**src/rtl/vm_pkg.sv**
```systemverilog
// Shared vending-machine encodings: coin selects, denomination values, error codes, payout states.
package vm_pkg;

    localparam logic [1:0] COIN_NONE = 2'b00;
    localparam logic [1:0] COIN_5    = 2'b01;
    localparam logic [1:0] COIN_10   = 2'b10;
    localparam logic [1:0] COIN_1    = 2'b11;

    localparam int unsigned DENOM_10 = 10;
    localparam int unsigned DENOM_5  = 5;
    localparam int unsigned DENOM_1  = 1;

    localparam logic [1:0] ERR_OK    = 2'b00;
    localparam logic [1:0] ERR_NOCHG = 2'b01;
    localparam logic [1:0] ERR_JAM   = 2'b10;

    typedef enum logic [2:0] {
        StIdle,
        StSelect,
        StFire,
        StWaitAck,
        StDone,
        StFault
    } pay_state_e;

endpackage

```
**src/rtl/change_denom_pick.sv**
```systemverilog
// Greedy coin choice: largest denomination that fits the amount owed and whose hopper is not empty.
module change_denom_pick
    import vm_pkg::*;
#(
    parameter int unsigned AMT_W = 4
) (
    input  logic [AMT_W-1:0] remaining,
    input  logic [2:0]       hop_empty,
    output logic             found,
    output logic [1:0]       coin_sel,
    output logic [AMT_W-1:0] denom
);

    logic [31:0] rem_ext;
    assign rem_ext = 32'(remaining);

    always_comb begin
        found    = 1'b0;
        coin_sel = COIN_NONE;
        denom    = '0;
        if (rem_ext >= DENOM_10 && !hop_empty[2]) begin
            found    = 1'b1;
            coin_sel = COIN_10;
            denom    = AMT_W'(DENOM_10);
        end else if (rem_ext >= DENOM_5 && !hop_empty[1]) begin
            found    = 1'b1;
            coin_sel = COIN_5;
            denom    = AMT_W'(DENOM_5);
        end else if (rem_ext >= DENOM_1 && !hop_empty[0]) begin
            found    = 1'b1;
            coin_sel = COIN_1;
            denom    = AMT_W'(DENOM_1);
        end
    end

endmodule

```
**src/rtl/change_dispenser.sv**
```systemverilog
// Change payout controller: drives the $10/$5/$1 hoppers one coin at a time until the amount is paid.
module change_dispenser
    import vm_pkg::*;
#(
    parameter int unsigned AMT_W       = 4,
    parameter int unsigned PULSE_CYC   = 4,
    parameter int unsigned ACK_TIMEOUT = 64
) (
    input  logic             clk,
    input  logic             reset,
    input  logic             req_valid,
    output logic             req_ready,
    input  logic [AMT_W-1:0] req_amount,
    input  logic [2:0]       hop_empty,
    output logic [1:0]       coin_sel,
    output logic             coin_fire,
    input  logic             coin_ack,
    output logic             busy,
    output logic             done,
    output logic             error,
    output logic [1:0]       err_code,
    output logic [AMT_W-1:0] remaining
);

    localparam int unsigned PW = $clog2(PULSE_CYC + 1);
    localparam int unsigned TW = $clog2(ACK_TIMEOUT);

    pay_state_e       state_q;
    logic [1:0]       coin_sel_q;
    logic             coin_fire_q;
    logic             busy_q;
    logic             done_q;
    logic             error_q;
    logic [1:0]       err_code_q;
    logic [AMT_W-1:0] remaining_q;
    logic [AMT_W-1:0] denom_q;
    logic [PW-1:0]    pulse_cnt_q;
    logic [TW-1:0]    to_cnt_q;

    logic             pick_found;
    logic [1:0]       pick_sel;
    logic [AMT_W-1:0] pick_denom;

    change_denom_pick #(
        .AMT_W (AMT_W)
    ) u_pick (
        .remaining (remaining_q),
        .hop_empty (hop_empty),
        .found     (pick_found),
        .coin_sel  (pick_sel),
        .denom     (pick_denom)
    );

    always_ff @(posedge clk or posedge reset) begin
        if (reset) begin
            state_q     <= StIdle;
            coin_sel_q  <= COIN_NONE;
            coin_fire_q <= 1'b0;
            busy_q      <= 1'b0;
            done_q      <= 1'b0;
            error_q     <= 1'b0;
            err_code_q  <= ERR_OK;
            remaining_q <= '0;
            denom_q     <= '0;
            pulse_cnt_q <= '0;
            to_cnt_q    <= '0;
        end else begin
            done_q  <= 1'b0;
            error_q <= 1'b0;
            unique case (state_q)
                StIdle: begin
                    if (req_valid) begin
                        remaining_q <= req_amount;
                        err_code_q  <= ERR_OK;
                        busy_q      <= 1'b1;
                        state_q     <= (req_amount == '0) ? StDone : StSelect;
                    end
                end
                StSelect: begin
                    if (pick_found) begin
                        coin_sel_q  <= pick_sel;
                        denom_q     <= pick_denom;
                        coin_fire_q <= 1'b1;
                        pulse_cnt_q <= PW'(PULSE_CYC - 1);
                        state_q     <= StFire;
                    end else begin
                        err_code_q <= ERR_NOCHG;
                        state_q    <= StFault;
                    end
                end
                StFire: begin
                    // Last pulse cycle: drop the solenoid and start the ack window.
                    if (pulse_cnt_q == '0) begin
                        coin_fire_q <= 1'b0;
                        to_cnt_q    <= '0;
                        state_q     <= StWaitAck;
                    end else begin
                        pulse_cnt_q <= pulse_cnt_q - PW'(1);
                    end
                end
                StWaitAck: begin
                    if (coin_ack) begin
                        remaining_q <= remaining_q - denom_q;
                        state_q     <= (remaining_q == denom_q) ? StDone : StSelect;
                    end else if (to_cnt_q == TW'(ACK_TIMEOUT - 1)) begin
                        err_code_q <= ERR_JAM;
                        state_q    <= StFault;
                    end else begin
                        to_cnt_q <= to_cnt_q + TW'(1);
                    end
                end
                StDone: begin
                    done_q     <= 1'b1;
                    busy_q     <= 1'b0;
                    coin_sel_q <= COIN_NONE;
                    state_q    <= StIdle;
                end
                StFault: begin
                    error_q    <= 1'b1;
                    busy_q     <= 1'b0;
                    coin_sel_q <= COIN_NONE;
                    state_q    <= StIdle;
                end
                default: state_q <= StIdle;
            endcase
        end
    end

    assign req_ready = (state_q == StIdle);
    assign coin_sel  = coin_sel_q;
    assign coin_fire = coin_fire_q;
    assign busy      = busy_q;
    assign done      = done_q;
    assign error     = error_q;
    assign err_code  = err_code_q;
    assign remaining = remaining_q;

endmodule

```
**config.mk**
```make
export PLATFORM = sky130hd
export DESIGN_NAME = change_dispenser
export DESIGN_NICKNAME = d
export VERILOG_FILES = /design/src/rtl/vm_pkg.sv /design/src/rtl/change_denom_pick.sv /design/src/rtl/change_dispenser.sv
export SDC_FILE = /design/constraint.sdc
export NUM_CORES = 1
export LEC_CHECK = 0
export ABC_AREA = 1
export CAP_MARGIN = 0
export CORE_MARGIN = 2
export CORE_UTILIZATION = 35
export DETAILED_ROUTE_END_ITERATION = 10
export MAX_ROUTING_LAYER = met4
export PLACE_DENSITY = 0.6
export SLEW_MARGIN = 20
export SYNTH_ARGS = -nofsm -noshare
export SYNTH_HDL_FRONTEND = slang
export SYNTH_HIERARCHICAL = 1
export SYNTH_SLANG_ARGS = --single-unit
export TNS_END_PERCENT = 20
```
**constraint.sdc**
```tcl
create_clock -name clk -period 4.4 [get_ports clk]
set_input_delay 0.88 -clock clk [delete_from_list [all_inputs] [get_ports clk]]
set_output_delay 0.88 -clock clk [all_outputs]
set_load 0.1 [all_outputs]
```
==> flow_summary.ini <==
[logic_synthesis]
synth_nets = 258
synth_seq_cells = 28
yosys.area_share.xor_xnor = 0.0252
syn_area_um2 = 1740
async_flop_share = 1.00
synthSimpleGateAreaFrac = 0.335
synthTopCellsByArea = dfrtp_1 40%, nand2_1 17%, inv_1 7.3%
ys_warn_count = 6
avgSynthCellArea_um2 = 7.25
synth_edf_count = 0
synth_mux_area_frac = 0
synth_top_area_cell = dfrtp_1
synth_cell_types = 25
synth_fa_ha_area_frac = 0.0547
synth_top_family_by_area = simple AND/OR/NAND/NOR gates
syn_inst = 240
ys_seq_area_frac = 0.403
synthFlopType = dfrtp_1
synth_compound_area_frac = 0.0835
synth_top_area_share = 0.403

[floorplanning]
fp.dieH_um = 74.5
ios = 24
rows = 25
dieArea_um2 = 5550
die_w_um = 74.5
initial_core_util = 0.366
core_area_um2 = 4750

[layout]
ff_latch_area_um2 = 701
fillers = 521
multiInputGateArea_um2 = 866
antennaDiodeCount = 0
syn2layout_area_growth_pct = 20.2
num-nets-final = 282
drive_above_1_share = 0.0989

[sta]
max_freq_mhz = 319
setup_viol = 0
slew_viol_final = 0
finalCritPeriodShare = 0.713
fin_crit_ns = 3.14
fin_skew_ns = 0.00216
setup_tns_ns = 0
slew_headroom = 0.352
tightest_slew_ns = 0.968
hold_violations = 0
rsz0062_at_grt = false

[grt]
grt_max_degree = 29
grt_overflow_total = 0
grt_pass1_wl_mm = 5.91
grt_pass1_vias = 1350
track_usage = 0.143
antenna_found_initial = 0

[critical_path]
cp-end-kind = primary output
arrival_ns = 2.26
path_class = flop to primary output
cp_max_fo = 8
start_kind = flop
worstPathRequired_ns = 3.52
critical_path.max_stage_delay_ns = 1.14
cp_slowest_cell = clkdlybuf4s50_1
cp_cell_sequence = inv_1 > nand2_1 > inv_1 > clkdlybuf4s50_1
cpMostUsedCell = inv_1
reg2reg_slack_ns = 2.66

[status]
status = completed

[cts]
cts.sinks = 28
htree_levels = 1
numCtsBuffers = 3
clock_tree.buffer_depth = 2
postCtsHoldBufs = 0
post_cts_resized = 0
clk_pin_slew_worst_paths_ns = 0.10
root_buffer = clkbuf_8
cts_tree = built
cts_setup_buffers = 0
clock_latency_ns = 0.28

[detailed_routing]
via_per_inst = 4.46
ant_nets = 0
num_vias = 1472
drtPass1Iterations = 4
drt_wl_total_mm = 3.48
drc = 0
drtIter0Drc = 47
routedWlPerCell_um = 10.6

[placement]
dp_hpwl_mm = 2.62
gp_congestion = 0.784
io_buffers = 23

[run]
cap_violations = 0

[worst_hold_path]
worstHoldPathType = flop to flop
-- cell type report --
type,count,share of cell area
Inverter,37,0.0664
Clock inverter,1,0.0144
Multi-Input combinational cell,171,0.414
Timing Repair Buffer,23,0.110
Sequential cell,28,0.335
Tap cell,67,0.0401
Clock buffer,3,0.0197
-- placed cells by master, fill, tap and decap left out, types with 4 or more instances in the layout --
cell type / n
nand2_1: 81
clkdlybuf4s50_1: 23
nor2_1: 24
ha_1: 6
nand3_1: 13
nor2_2: 6
inv_2: 4
o21ai_0: 7
inv_1: 33
a21oi_1: 7
nand2_2: 6
dfrtp_1: 28
-- synth_stat cells, types with 2 or more instances --
cell,instances
a21oi_1,7
buf_4,3
dfrtp_1,28
ha_1,6
inv_1,34
inv_2,3
nand2_1,81
nand2_2,6
nand3_1,13
nand3_2,2
nand3b_1,2
nand4_1,2
nor2_1,24
nor2_2,6
o21ai_0,7
o21ai_1,2
o21ai_2,3
xnor2_1,2
xor2_1,3
-- sequential cells by signal (all words and copies together) (netlist names), 2 cells and up --
signal       cells
coin_sel         2
to_cnt_q         6
remaining        4
pulse_cnt_q      3
denom_q          4
state_q          3
err_code         2
-- per-layer routing --
layer	global-route usage	wire length, um
met3	0.0325	113
met1	0.195	1810
met5	-	0
met4	0.0238	19
met2	0.221	1540
-- metrics by stage --
step | area [um^2] | hold slack [ns] | setup slack (ns) | util | std cells
6_report | 2090 | 0.483 | 1.26 | 0.440 | 330
5_1_grt | 2090 | 0.520 | 1.17 | 0.440 | 330
4_1_cts | 2090 | 0.490 | 1.26 | 0.440 | 330
3_5_place_dp | 2020 | 0.462 | 1.59 | 0.425 | 326
3_3_place_gp | 2020 | 0.456 | 1.63 | 0.425 | 326
2_1_floorplan | 1740 | 0.453 | 2.25 | - | 240
-- cells by family (layout without fill, tap and decap cells) --
group | Yosys count | in the layout
AND/OR/NAND/NOR | 136 | 136
buffers and inverters | 41 | 64
flip-flops | 28 | 28
AO/OA/AOI/OAI | 23 | 23
adder cells (fa/ha/maj) | 7 | 7
XOR/XNOR | 5 | 5
-- critical path: cells and delay by family (launching register included) --
family / cells / cell delay, ns
buffers and inverters: 3 / 1.45
DFF: 1 / 0.43
and+or+nand+nor: 1 / 0.10
-- worst paths after layout --
check | from | endpoint | depth (start not counted)
hold / removal | err_code[1] | err_code[1] | 2
min in group asynchronous | reset | remaining[2] | 2
max in group asynchronous | reset | to_cnt_q[2] | 2
hold reg to reg | err_code[1] | err_code[1] | 2
setup / recovery | state_q[2] | req_ready | 4
setup reg to reg | state_q[0] | to_cnt_q[1] | 8
Power is not shown: default switching activity piles up to over one toggle a cycle in this logic, so the estimate is an artifact.
